[src/rtl/ahb_pkg.sv]
// ---------------------------------------------------------------------------
// ahb_pkg
// Shared AHB-Lite encodings used by the response multiplexer and its
// default subordinate.
//   - htrans_t    : manager transfer type encodings
//   - HRESP_*     : subordinate response encodings
//   - def_state_t : default-subordinate error FSM states
// ---------------------------------------------------------------------------
package ahb_pkg;

    typedef enum logic [1:0] {
        HTRANS_IDLE   = 2'b00,
        HTRANS_BUSY   = 2'b01,
        HTRANS_NONSEQ = 2'b10,
        HTRANS_SEQ    = 2'b11
    } htrans_t;

    localparam logic [1:0] HRESP_OKAY  = 2'b00;
    localparam logic [1:0] HRESP_ERROR = 2'b01;

    typedef enum logic [1:0] {
        DS_IDLE = 2'b00,
        DS_ERR1 = 2'b01,
        DS_ERR2 = 2'b10
    } def_state_t;

endpackage : ahb_pkg

[src/rtl/ahb_default_sub.sv]
// ---------------------------------------------------------------------------
// ahb_default_sub
// Default subordinate: answers transfers that no single subordinate owns with
// the two-cycle AHB ERROR response, and counts those responses.
//
// Ports:
//   i_hclk      bus clock, rising edge
//   i_hresetn   asynchronous active-low reset
//   i_start     current address phase is active and has an invalid select
//   i_hready    muxed bus HREADY (address phase is sampled when high)
//   o_hready    default-subordinate HREADYOUT (low only in ERR1)
//   o_hresp     default-subordinate HRESP (ERROR in ERR1/ERR2)
//   o_err_cnt   saturating count of ERROR responses issued
// ---------------------------------------------------------------------------
module ahb_default_sub
    import ahb_pkg::*;
#(
    parameter int ERR_CNT_WIDTH = 16
) (
    input  logic                     i_hclk,
    input  logic                     i_hresetn,
    input  logic                     i_start,
    input  logic                     i_hready,
    output logic                     o_hready,
    output logic [1:0]               o_hresp,
    output logic [ERR_CNT_WIDTH-1:0] o_err_cnt
);

    def_state_t               r_state;
    def_state_t               w_state_next;
    logic [ERR_CNT_WIDTH-1:0] r_err_cnt;
    logic                     w_start;
    logic                     w_enter_err1;
    logic                     w_cnt_full;

    // An error response only begins when the address phase is actually sampled.
    assign w_start      = i_start & i_hready;
    assign w_enter_err1 = (w_state_next == DS_ERR1);
    assign w_cnt_full   = &r_err_cnt;

    always_ff @(posedge i_hclk or negedge i_hresetn) begin
        if (!i_hresetn) begin
            r_state <= DS_IDLE;
        end else begin
            r_state <= w_state_next;
        end
    end

    // ERR1 never loops onto itself, so every cycle whose next state is ERR1
    // is a fresh ERR1 entry.
    always_ff @(posedge i_hclk or negedge i_hresetn) begin
        if (!i_hresetn) begin
            r_err_cnt <= '0;
        end else if (w_enter_err1 && !w_cnt_full) begin
            r_err_cnt <= r_err_cnt + ERR_CNT_WIDTH'(1);
        end
    end

    always_comb begin
        w_state_next = r_state;
        o_hready     = 1'b1;
        o_hresp      = HRESP_OKAY;
        case (r_state)
            DS_IDLE: begin
                if (w_start) begin
                    w_state_next = DS_ERR1;
                end
            end
            DS_ERR1: begin
                o_hready     = 1'b0;
                o_hresp      = HRESP_ERROR;
                w_state_next = DS_ERR2;
            end
            DS_ERR2: begin
                // HREADY is high here, so the next address phase is sampled
                // now and may chain straight into another error pair.
                o_hresp      = HRESP_ERROR;
                w_state_next = w_start ? DS_ERR1 : DS_IDLE;
            end
            default: begin
                w_state_next = DS_IDLE;
            end
        endcase
    end

    assign o_err_cnt = r_err_cnt;

endmodule : ahb_default_sub

[src/rtl/ahb_resp_mux_n.sv]
// ---------------------------------------------------------------------------
// ahb_resp_mux_n
// AHB-Lite subordinate-to-manager response multiplexer with an integrated
// default subordinate. Records which subordinate owns the data phase
// (updated only when the muxed HREADY is high) and returns that owner's
// HRDATA/HRESP/HREADY. Unmapped or multiply-selected active transfers get
// the two-cycle ERROR response from ahb_default_sub.
//
// Parameters:
//   NO_OF_SUBORDINATES  number of subordinates N (1..16)
//   DATA_WIDTH          read data width
//   ERR_CNT_WIDTH       error counter width
//
// Ports:
//   HCLK      bus clock
//   HRESETn   asynchronous active-low reset
//   HSEL      decoder selects, one bit per subordinate (address phase)
//   HTRANS    manager transfer type (address phase)
//   HREADY_S  HREADYOUT of each subordinate
//   HRESP_S   HRESP of subordinate i at [2i+1:2i]
//   HRDATA_S  HRDATA of subordinate i at [DATA_WIDTH*i +: DATA_WIDTH]
//   HRDATA    muxed read data
//   HRESP     muxed response
//   HREADY    muxed ready, also the HREADY seen by all subordinates
//   ERR_CNT   saturating count of default-subordinate ERROR responses
// ---------------------------------------------------------------------------
module ahb_resp_mux_n
    import ahb_pkg::*;
#(
    parameter int NO_OF_SUBORDINATES = 4,
    parameter int DATA_WIDTH         = 32,
    parameter int ERR_CNT_WIDTH      = 16
) (
    input  logic                                     HCLK,
    input  logic                                     HRESETn,
    input  logic [NO_OF_SUBORDINATES-1:0]            HSEL,
    input  logic [1:0]                               HTRANS,
    input  logic [NO_OF_SUBORDINATES-1:0]            HREADY_S,
    input  logic [2*NO_OF_SUBORDINATES-1:0]          HRESP_S,
    input  logic [NO_OF_SUBORDINATES*DATA_WIDTH-1:0] HRDATA_S,
    output logic [DATA_WIDTH-1:0]                    HRDATA,
    output logic [1:0]                               HRESP,
    output logic                                     HREADY,
    output logic [ERR_CNT_WIDTH-1:0]                 ERR_CNT
);

    localparam int N = NO_OF_SUBORDINATES;

    // Data-phase ownership
    logic [N-1:0] r_dp_sel;
    logic         r_dp_err;

    // Address-phase classification
    htrans_t      w_htrans;
    logic         w_active;
    logic [N-1:0] w_hsel_minus1;
    logic         w_hsel_onehot;
    logic         w_start_err;

    // Owner mux
    logic [DATA_WIDTH-1:0] w_rdata_masked [N];
    logic [1:0]            w_resp_masked  [N];
    logic [N-1:0]          w_ready_masked;
    logic [DATA_WIDTH-1:0] w_owner_rdata;
    logic [1:0]            w_owner_resp;
    logic                  w_owner_ready;

    // Default subordinate
    logic       w_def_hready;
    logic [1:0] w_def_hresp;

    logic                  w_hready;
    logic [1:0]            w_hresp;
    logic [DATA_WIDTH-1:0] w_hrdata;

    // -----------------------------------------------------------------------
    // Address-phase classification
    // -----------------------------------------------------------------------
    assign w_htrans = htrans_t'(HTRANS);
    assign w_active = (w_htrans == HTRANS_NONSEQ) || (w_htrans == HTRANS_SEQ);

    // x & (x-1) clears the lowest set bit: zero result with a non-zero x
    // means exactly one select is asserted.
    assign w_hsel_minus1 = HSEL - N'(1);
    assign w_hsel_onehot = (|HSEL) && !(|(HSEL & w_hsel_minus1));

    // Idle/busy transfers to nowhere complete as zero-wait OKAY, so only
    // active transfers can start an error response.
    assign w_start_err = !w_hsel_onehot && w_active;

    // -----------------------------------------------------------------------
    // Data-phase owner register: only advances when the current data phase
    // completes (muxed HREADY high).
    // -----------------------------------------------------------------------
    always_ff @(posedge HCLK or negedge HRESETn) begin
        if (!HRESETn) begin
            r_dp_sel <= '0;
            r_dp_err <= 1'b0;
        end else if (w_hready) begin
            if (w_hsel_onehot) begin
                r_dp_sel <= HSEL;
                r_dp_err <= 1'b0;
            end else begin
                r_dp_sel <= '0;
                r_dp_err <= w_active;
            end
        end
    end

    // -----------------------------------------------------------------------
    // One-hot AND-OR mux across subordinates
    // -----------------------------------------------------------------------
    genvar gi;
    generate
        for (gi = 0; gi < N; gi++) begin : g_mask
            assign w_rdata_masked[gi] = {DATA_WIDTH{r_dp_sel[gi]}}
                                        & HRDATA_S[DATA_WIDTH*gi +: DATA_WIDTH];
            assign w_resp_masked[gi]  = {2{r_dp_sel[gi]}} & HRESP_S[2*gi +: 2];
            assign w_ready_masked[gi] = r_dp_sel[gi] & HREADY_S[gi];
        end
    endgenerate

    always_comb begin
        w_owner_rdata = '0;
        w_owner_resp  = '0;
        for (int i = 0; i < N; i++) begin
            w_owner_rdata = w_owner_rdata | w_rdata_masked[i];
            w_owner_resp  = w_owner_resp  | w_resp_masked[i];
        end
        w_owner_ready = |w_ready_masked;
    end

    // -----------------------------------------------------------------------
    // Default subordinate
    // -----------------------------------------------------------------------
    ahb_default_sub #(
        .ERR_CNT_WIDTH(ERR_CNT_WIDTH)
    ) u_default_sub (
        .i_hclk    (HCLK),
        .i_hresetn (HRESETn),
        .i_start   (w_start_err),
        .i_hready  (w_hready),
        .o_hready  (w_def_hready),
        .o_hresp   (w_def_hresp),
        .o_err_cnt (ERR_CNT)
    );

    // -----------------------------------------------------------------------
    // Response select. All terms depend only on registers or subordinate
    // outputs, so after an asynchronous reset the bus is ready/OKAY at once.
    // -----------------------------------------------------------------------
    always_comb begin
        w_hready = 1'b1;
        w_hresp  = HRESP_OKAY;
        w_hrdata = '0;
        if (|r_dp_sel) begin
            w_hready = w_owner_ready;
            w_hresp  = w_owner_resp;
            w_hrdata = w_owner_rdata;
        end else if (r_dp_err) begin
            w_hready = w_def_hready;
            w_hresp  = w_def_hresp;
        end
    end

    assign HREADY = w_hready;
    assign HRESP  = w_hresp;
    assign HRDATA = w_hrdata;

endmodule : ahb_resp_mux_n

[config.mk]
export PLATFORM = sky130hd
export DESIGN_NAME = ahb_resp_mux_n
export DESIGN_NICKNAME = d
export VERILOG_FILES = /design/src/rtl/ahb_pkg.sv /design/src/rtl/ahb_default_sub.sv /design/src/rtl/ahb_resp_mux_n.sv
export SDC_FILE = /design/constraint.sdc
export NUM_CORES = 1
export LEC_CHECK = 0
export ABC_AREA = 1
export CAP_MARGIN = 30
export CORE_MARGIN = 1
export CORE_UTILIZATION = 25
export CTS_CLUSTER_SIZE = 12
export DETAILED_ROUTE_END_ITERATION = 8
export PLACE_DENSITY = 0.69
export RECOVER_POWER = 100
export SLEW_MARGIN = 20
export SYNTH_ARGS = -nofsm -noshare
export SYNTH_HDL_FRONTEND = slang
export SYNTH_SLANG_ARGS = --single-unit
[constraint.sdc]
create_clock -name HCLK -period 1.4 [get_ports HCLK]
set_input_delay 0.28 -clock HCLK [delete_from_list [all_inputs] [get_ports HCLK]]
set_output_delay 0.28 -clock HCLK [all_outputs]
set_load 0.05 [all_outputs]
======== Word level (Yosys, flattened, before mapping) ========
Cells that the tools add are included.
storage, ports and cells
  register bits after elaboration ......... 23
  bits in latches ......................... 0
  bits in writable memories ............... 0
  ROM bits ................................ 0
  bits of input ports ..................... 148
  output and inout bits ................... 51
  logic and storage cells ................. 57
  memories kept ........................... 0
cells by class
  $add $sub $neg .......................... 2
  multiply operators ...................... 0
  div/mod/pow operators ................... 0
  $lt $le $gt $ge ......................... 0
  equality and inequality tests ........... 5
  shift operators ......................... 0
  mux-type cells .......................... 12
  bitwise gates (word level) .............. 20
  reduce and logical (&&, ||, !) cells .... 14
operators with widths
  kind                                                                 count
  32-bit AND                                                           4
  32-bit bitwise OR                                                    3
  32-bit 2-to-1 mux                                                    1
  16-bit by 1-bit adder with 16-bit output (second input constant)     1
  16-bit AND reduction                                                 1
  4-bit OR reduction                                                   4
  2-bit AND                                                            4
  2-bit == test (second input constant)                                3
  1-bit 2-to-1 mux                                                     6
  2-bit 2-to-1 mux                                                     3
  2-bit bitwise OR                                                     3
  2-bit one-hot mux with 3 select lines                                1
  1-bit AND                                                            5
  4-bit AND                                                            1
  2-bit by 1-bit == test with 1-bit output (second input constant)     2
  4-bit 2-to-1 mux                                                     1
  4-bit by 1-bit subtractor with 4-bit output (second input constant)  1
  1-bit logical AND                                                    3
  1-bit zero test                                                      3
  2-bit zero test                                                      1
  2-bit OR reduction                                                   1
  1-bit logical OR                                                     1

======== Longest topological paths before layout ========
Gate-level depths: netlist of run 1.
  depth in word-level cells ............... 12
  gate-level depth with buffers ........... 11
  depth with buffers taken out ............ 10

======== Cells and area by module ========
From an unflattened synthesis of run 1, not the netlist that was laid out.
unflattened totals
  cell total of the unflattened synthesis .. 418
  area total of the unflattened synthesis .. 2482.4 um2
modules (own cells, without submodules)
  module           times used  cells each  area each (um2)  seq. area each (um2)
  ahb_resp_mux_n   1           247         1257.5           125.1
  ahb_default_sub  1           171         1224.9           450.4

======== Worst setup path before layout of run 1 ========
Ideal clock, no wire load.
  path type ............................... reg2reg
  start ................................... register u_default_sub.r_err_cnt[1], in the netlist u_default_sub.o_err_cnt[1]
  end ..................................... register u_default_sub.r_err_cnt[11], in the netlist u_default_sub.o_err_cnt[11]
  library setup time ...................... 0.066 ns
  data arrival time ....................... 1.847 ns
  data required time ...................... 1.334 ns
  path slack .............................. -0.514 ns
  cell stages (with the launch flop) ...... 9
  path buffers ............................ 1
  clock period less this slack ............ 1.914 ns
  cell sequence ........................... dfrtp_1 > ha_1 > nand3_2 > nor2_4 > nand4_4 > nand4_4 > buf_4 > nand2_1 > nand2_1
between the ends
  cells in the longest elaborated chain, start to end .. 3
  elaborated cells on any way between the ends .. 4
  classes of those cells .................. add/sub (1); reduce/logical (3)
ends and longest elaborated chain
  what                                                                              line                   source
  start: declaration                                                                ahb_default_sub.sv:31  logic [ERR_CNT_WIDTH-1:0] r_err_cnt;
  start signal: assignment                                                          ahb_default_sub.sv:55  r_err_cnt <= r_err_cnt + ERR_CNT_WIDTH'(1);
  branches (longest 3 deep; another with 16-bit by 1-bit adder with 16-bit output)  --
Several ways; the timed one is not identified.
A chain may end at the register's enable or synchronous reset.

======== Worst setup path in the final report of run 1 ========
  start ................................... register r_dp_sel[3]
  end ..................................... output HRDATA[13]
between the ends
  cells in the longest elaborated chain, start to end .. 3
  elaborated cells on any way between the ends .. 4
  classes of those cells .................. mux (1); bitwise (2); reduce/logical (1)
ends and longest elaborated chain
  what                      line                   source
  start: declaration        ahb_resp_mux_n.sv:50   logic [N-1:0] r_dp_sel;
  start signal: assignment  ahb_resp_mux_n.sv:97   r_dp_sel <= '0;
  start signal: assignment  ahb_resp_mux_n.sv:101  r_dp_sel <= HSEL;
  start signal: assignment  ahb_resp_mux_n.sv:104  r_dp_sel <= '0;
  32-bit AND                ahb_resp_mux_n.sv:117  & HRDATA_S[DATA_WIDTH*gi +: DATA_WIDTH];
  32-bit bitwise OR         ahb_resp_mux_n.sv:127  w_owner_rdata = w_owner_rdata | w_rdata_masked[i];
  32-bit 2-to-1 mux *       ahb_resp_mux_n.sv:156  if (|r_dp_sel) begin
  end: declaration          ahb_resp_mux_n.sv:41   output logic [DATA_WIDTH-1:0] HRDATA,
Every way passes the cells marked *; elsewhere a longest branch is shown, timed or not.

==> metrics.md, run 1 <==
| Metric | Value |
|---|---|
| I/O Buffers | `approximately 200` |
| Die width | `a little under 100 µm` |
| Crit-path leading delay family | `flip-flops` |
| Worst Path Max Fanout | `7` |
| Remaining DRCs | `0` |
| Min cycle time layout | `roughly 1800 ps` |
| Die area | `just under 10000 µm²` |
| FF+latch area | `between 500 and 600 µm²` |
| Final WS setup | `-395 ps` |
| Vias | `approximately 3600` |
| Max transition margin | `58.9%` |
| Placed cells | `around 720` |
| Syn Inst Count | `380` |
| Buf+Inv Stages, Crit Path | `2` |
| Mean Syn Cell Area | `~6.2 µm²` |
| Routed Antenna Nets | `0` |
| Fmax | `about 560 MHz` |
| Least-Margin Pin Slew | `about 600 ps` |
| WP data arrival | `1520 ps` |
| Clock-pin slew on the worst setup and hold paths | `roughly 90 ps` |
| Hold WC Path Type | `in -> async` |
| Longest Clk Path Bufs | `2` |
| Die height | `approximately 99 µm` |
| Critical Path Start Type | `register` |
| VDD IR max | `a little under 1000 µV` |
| TritonCTS Buffers | `3` |
| Slew Viols, Final | `0` |
| Ranking of synthesized cells by area | `nand2_1 (32%), dfrtp_1 (25%), nand4_1 (14%), ha_1 (3.2%), inv_1 (2.9%)` |
| TritonRoute pass-1 iters | `4` |
| Pwr/cell area | `2030 nW/µm²` |
| Root buf cell | `clkbuf_8` |
| Largest net degree at the start of global routing | `26` |
| Site Rows | `34` |
| First-pass GRT wire length | `roughly 18000 µm` |
| WL/cell | `approximately 16 µm` |
| Io pins | `between 150 and 200` |
| CP Capture Type | `output pin` |
| Seq/Total Area, Yosys | `24.6%` |
| Core Area | `between 8000 and 9000 µm²` |
| Final WL | `about 12000 µm` |
| Synth warn | `0` |
| Max-cap viol count | `0` |
| CP peak stage delay | `between 500 and 600 ps` |
| Initial core utilization | `between 20% and 30%` |
| Synth unique cells | `26` |
| Pleak | `~0.0025 µW` |
| Crit path cell chain | `bufbuf_16 > nand2_1 > nand4_1 > buf_12` |
| Syn Nets | `534` |
| Clock Latency Late Sink | `approximately 270 ps` |
| Status | `finished, violations left` |
| Final core utilization | `between 60% and 70%` |
| Sum Neg Setup Slack | `-16760 ps` |
| Sink Count | `23` |
| Fill cells | `719` |
| Layout cell share with drive strength beyond 1 | `between 20% and 30%` |
| DP HPWL | `between 9000 and 10000 µm` |
| Initial DRC count | `approximately 110` |
| Area grow syn2layout | `146%` |
| CP Class | `reg -> out` |
| Vias in the first global route | `3626` |
| Required time worst endpoint | `approximately 1100 ps` |
| GPL Wtd Cong | `0.883` |
| Period utilization | `128%` |
| Final Skew | `3.45 ps` |
| Violated checks | `negative setup slack` |
| DR vias/cell | `between 4 and 5` |
| Total area of multi-input combinational cells | `1750 µm²` |
| Final setup fails | `57` |
| Overall power | `11700 µW` |
| Fin nets | `792` |
| Final Hold Vio Count | `0` |
| Slowest cell on crit path | `dfrtp_2` |
| RSZ-0062 raised after global routing | `true` |
| Leading area contributor after synthesis | `nand2_1` |
| Synth Register Bits | `23` |
| Syn Std Cell Area | `approximately 2300 µm²` |
| Top-area cell type share of the netlist area | `32.2%` |
| Final non-filler cell total | `between 700 and 800` |
| Initial antenna violation count | `0` |
| H-tree levels | `1` |
| Worst R2R End | `u_default_sub.o_err_cnt[8]` |
| R2R Setup Slk | `-310 ps` |
| All-Layer GR Usage | `23.5%` |
| Critical R2R Launch | `r_dp_sel[3]` |
| CTS tree | `built` |
| Grt ovf | `0` |
| R2R cell count | `9` |
==> placed cells by master (no fill, tap or decap), types with 2 or more instances in the layout <==
cell type and n:
ha_1 5, o21ai_1 3, buf_6 10, buf_4 38, xor2_1 7, clkbuf_1 6, nand4_4 3, dfrtp_2 10
inv_1 16, clkbuf_2 10, nand3_1 10, clkdlybuf4s50_1 145, clkbuf_8 3, buf_12 56, clkbuf_16 2, nand2_1 174
nand2_2 24, nor3_2 2, nand2_4 4, nand2_8 2, a21oi_2 2, clkinvlp_4 2, a21oi_4 2, nor2_1 13
nand4_1 51, dfrtp_1 13, nand3_2 2, xnor2_1 6, nor2_4 5
==> cell families (layout without fill, tap and decap cells) <==
family	after synthesis	in the layout	share of synthesized area, %
flip-flops	23	23	24.6
XOR/XNOR	13	13	4.86
AO/OA/AOI/OAI	9	9	3.21
buffers and inverters	39	295	7.80
other	0	1	0
AND/OR/NAND/NOR	290	291	56.4
adder cells (fa/ha/maj)	6	6	3.21
==> state kept, by name, summed over array words and instances, names as in the netlist <==
name	cells
r_dp_err	1
r_dp_sel	4
u_default_sub.r_state	2
u_default_sub.o_err_cnt	16
==> report_power, final <==
part / internal [µW] / total, µW / switching (µW)
logic: 4830 / 10200 / 5400
clock network: 200 / 441 / 241
registers: 816 / 1050 / 232
total: 5850 / 11700 / 5870
==> layout make-up <==
cell class / instances / area share, %
diodes: 1 / 0.0434
well taps: 108 / 2.34
clock buffers: 3 / 0.716
flip-flops and latches: 23 / 10.2
clock inverters: 1 / 0.0868
repair buffers: 271 / 54.9
repair inverters: 1 / 0.130
inverters: 19 / 1.30
multi-input cells: 319 / 30.3
==> Yosys cell counts <==
library cell  number
nor3_2             2
a21oi_1            1
buf_4              3
xnor2_1            6
o21ai_0            4
a21oi_4            2
a21oi_2            1
clkinv_1           1
clkbuf_1          12
ha_1               6
nand2_2            2
nor3_1             1
inv_1             18
buf_2              2
nand3_1           11
nor2_1            15
nand4_4            2
nand2_4            1
buf_6              3
nand2_1          201
nor2_4             3
a22o_1             1
nand4_1           51
dfrtp_1           23
nand3_2            1
xor2_1             7
==> worst max path at each step <==
stage / startpoint / to / slack [ps] / cells after the start
2_1_floorplan: u_default_sub.r_state[1] / u_default_sub.o_err_cnt[13] / -350 / 11
3_3_place_gp: HSEL[2] / u_default_sub.o_err_cnt[13] / -450 / 10
3_5_place_dp: HSEL[1] / u_default_sub.o_err_cnt[8] / -560 / 10
4_1_cts: r_dp_sel[1] / HRESP[0] / -400 / 5
5_1_grt: r_dp_sel[3] / HRDATA[18] / -480 / 4
6_report: r_dp_sel[3] / HRDATA[13] / -400 / 4
==> routing by layer <==
layer / track usage (%) / wire length [µm] / vias up
met5: 0 / 0 / -
met4: 9.30 / 351 / 0
met3: 4.11 / 772 / 28
met2: 44.8 / 6540 / 142
met1: 25.6 / 4520 / 1657
li1: - / - / 1761
==> timing repair <==
| action | in CTS | in global routing |
|---|---|---|
| setup buffers | 6 | 7 |
| pin swaps | 19 | 16 |
| resized for setup | 34 | 36 |
| hold buffers | 0 | 0 |
| cloned | 5 | 3 |
| endpoints found under the setup margin | 57 | 57 |
==> through the flow <==
stage / instance area [µm²] / hold WS, ps / setup slack [ps]
floorplan: 2470 / -15.6 / -345
global placement: 5300 / 552 / -451
detailed placement: 5300 / 567 / -558
CTS: 5600 / 358 / -398
global route: 5770 / 581 / -482
finish: 5770 / 535 / -395
Note: power is estimated with default switching activity, not from simulation.
==> run 2, diff against run 1 <==
- CELL_PAD_IN_SITES_DETAIL_PLACEMENT: default -> 1
- CELL_PAD_IN_SITES_GLOBAL_PLACEMENT: default -> 2
- CORE_UTILIZATION: 25 -> 13
- HOLD_SLACK_MARGIN: default -> 0.05
- PLACE_DENSITY: 0.69 -> 0.78
==> run 2 against run 1 <==
  * The run still ends with negative setup slack left
  * Routed wire length grew 10%
  * Critical path type unchanged
  * Worst setup slack gained 35 ps
  * First-iteration DRC count shrank 23%
  * Largest cell class unchanged
  * Clock skew shrank 2.2 ps
  * Maximum frequency grew 2.0%
  * Final area shrank 1.8%
  * Via count shrank 1.1%
  * Clock-buffer cell count is the same
  * Critical path depth grew 1
  * Power shrank 4.0%
==> metrics.md, run 2 (same netlist as run 1, synthesis figures left out) <==
| Metric | Value |
|---|---|
| Slowest cell on crit path | `dfrtp_2` |
| Critical Path Start Type | `register` |
| TritonCTS Buffers | `3 (unchanged)` |
| Area grow syn2layout | `142%` |
| Io pins | `199 (unchanged)` |
| Status | `finished, violations left` |
| CP Class | `reg -> out` |
| Sink Count | `23 (unchanged)` |
| Most frequent cells in the layout | `nand2_1 (185), clkdlybuf4s50_1 (141), buf_12 (55)` |
| WP data arrival | `1480 ps (-40 ps)` |
| Max transition margin | `58.4% (-0.51 points)` |
| Remaining DRCs | `0 (unchanged)` |
| CP peak stage delay | `480 ps (-50 ps)` |
| Clock Latency Late Sink | `260 ps (about the same)` |
| Clock Power Share | `5.8% (+2.0 points)` |
| Crit-path leading delay family | `flip-flops` |
| Largest net degree at the start of global routing | `35 (+35%)` |
| TritonRoute pass-1 iters | `6 (+2)` |
| NetSw | `5750 µW (-2.1%)` |
| Vias | `3549 (-1.1%)` |
| H-tree levels | `1 (unchanged)` |
| RSZ-0062 raised after global routing | `true` |
| Violated checks | `negative setup slack` |
| Placed cells | `830 (+15%)` |
| VDD IR max | `1230 µV (+26%)` |
| Crit path cell chain | `a22o_1 > a21oi_2 > buf_4 > nand3_4 > buf_12` |
| I/O Buffers | `197 (unchanged)` |
| Initial core utilization | `13.4% (-13 points)` |
| Initial antenna violation count | `0 (unchanged)` |
| Core Area | `17400 µm² (+96%)` |
| WL/cell | `16.0 µm (-2.3%)` |
| All-Layer GR Usage | `13.9% (-9.6 points)` |
| CP Capture Type | `output pin` |
| Final WL | `13500 µm (+10%)` |
| Required time worst endpoint | `1120 ps (about the same)` |
| DR vias/cell | `4.21 (-12%)` |
| Die height | `136 µm (+38%)` |
| Root buf cell | `clkbuf_16` |
| DP HPWL | `10700 µm (+17%)` |
| Fill cells | `2079 (+190%)` |
| Power Internal | `5510 µW (-5.9%)` |
| Least-Margin Pin Slew | `624 ps (+7.69 ps)` |
| Final Hold Vio Count | `0 (unchanged)` |
| Comb power frac | `84.9% (-2.4 points)` |
| Period utilization | `126% (-2.5 points)` |
| Pleak | `0.00239 µW (-4.9%)` |
| Layout cell share with drive strength beyond 1 | `25.4% (-3.5 points)` |
| CTS tree | `built` |
| Max-cap viol count | `0 (unchanged)` |
| Slew Viols, Final | `0 (unchanged)` |
| Final setup fails | `57 (unchanged)` |
| FF+latch area | `588 µm² (unchanged)` |
| Buf+Inv Stages, Crit Path | `2 (unchanged)` |
| Clock-pin slew on the worst setup and hold paths | `70 ps (-20 ps)` |
| Worst Path Max Fanout | `5 (-2)` |
| Vias in the first global route | `3877 (+6.9%)` |
| Sw frac | `51.1% (+0.99 points)` |
| Initial DRC count | `82 (-23%)` |
| Routed Antenna Nets | `0 (unchanged)` |
| Final WS setup | `-360 ps (+34.7 ps)` |
| Pwr/cell area | `1990 nW/µm² (-2.2%)` |
| Final Skew | `1.25 ps (-2.20 ps)` |
| Overall power | `11300 µW (-4.0%)` |
| Fmax | `568 MHz (+2.0%)` |
| Grt ovf | `0 (unchanged)` |
| Total area of multi-input combinational cells | `1700 µm² (-2.8%)` |
| First-pass GRT wire length | `20300 µm (+12%)` |
| Die width | `136 µm (+38%)` |
| Longest Clk Path Bufs | `2 (unchanged)` |
| Fin nets | `773 (-2.4%)` |
| GPL Wtd Cong | `0.811 (-8.2%)` |
| Die area | `18600 µm² (+90%)` |
| Site Rows | `48 (+41%)` |
| Part of the power in registers | `9.3% (+0.4 points)` |
| Diodes inserted | `0 (-1)` |
| Hold WC Path Type | `in -> reg` |
| Max reg flops | `16 (unchanged)` |
| Min cycle time layout | `1760 ps (-34.7 ps)` |
| Final non-filler cell total | `843 (+13%)` |
| Most common cell after layout, fill and taps aside | `nand2_1` |
[run 2: cell types whose count changed in the layout (fill, tap and decap cells not counted), sizes merged]
cell and delta:
clkinv -1, dlygate4sd2 +2, clkdlybuf4s50 -4, buf -16
dlymetal6s2s +2, bufbuf -1, clkbuf -2, diode -1
clkinvlp +1
[run 2: final cells by class]
type,instances,share of cell area [%]
Clock buffer,3,1.33
Clock inverter,1,0.0884
Inverter,19,1.39
Multi-Input combinational cell,319,30.0
Sequential cell,23,10.4
Tap cell,225,4.97
Timing Repair Buffer,252,51.8
Timing Repair inverter,1,0.133
[run 2: per-layer routing]
layer	global-route usage (%)	vias up	part of all wire (%)	wire length, µm
met3	2.46	8	7.4	990
met2	28.2	132	54	7290
li1	-	1723	-	-
met1	15.0	1686	38	5090
met5	0	-	0	0
met4	1.54	0	0.64	86
[run 2: worst paths after layout]
check | cells past startpoint | slack, ps | to | startpoint
worst min register to register | 3 | 580 | u_default_sub.o_err_cnt[12] | u_default_sub.o_err_cnt[12]
max in group asynchronous | 2 | 400 | u_default_sub.o_err_cnt[8] | HRESETn
worst min-delay path | 3 | 350 | r_dp_sel[2] | HSEL[2]
min in group asynchronous | 2 | 560 | u_default_sub.o_err_cnt[15] | HRESETn
worst max-delay path | 5 | -360 | HRESP[0] | r_dp_sel[1]
worst max register to register | 8 | -290 | u_default_sub.o_err_cnt[6] | r_dp_sel[2]
[run 2: repair_timing]
item / CTS / global route
hold buffers: 0 / 0
pin swaps: 12 / 22
setup buffers: 4 / 3
gates cloned: 2 / 0
endpoints found under the setup margin: 57 / 57
resized for setup: 32 / 26
[run 2: through the flow]
step           hold WS (ps)  setup slack, ps  utilization [%]  setup TNS (ps)  area [µm²]
2_1_floorplan         -15.6             -345                -           -7240        2470
3_3_place_gp            548             -542             30.9          -17370        5390
3_5_place_dp            563             -640             30.9          -19120        5390
4_1_cts                 391             -356             32.2          -13430        5600
5_1_grt                 392             -413             32.5          -17250        5660
6_report                353             -360             32.5          -12860        5660
[run 2: power by group through the flow]
stage / clock [µW] / combinational [µW] / sequential (µW)
after floorplan: 0 / 4470 / 1150
after global placement: 0 / 8970 / 1010
after detailed placement: 0 / 9090 / 1030
after CTS: 668 / 9540 / 1040
after global routing: 695 / 10100 / 1070
final: 655 / 9560 / 1040
[run 2: worst register-to-register path, delay by kind of cell, from the launching register on]
kind,cells,cell delay (ps)
simple gates,7,860
flops,1,490
compound gates,1,230
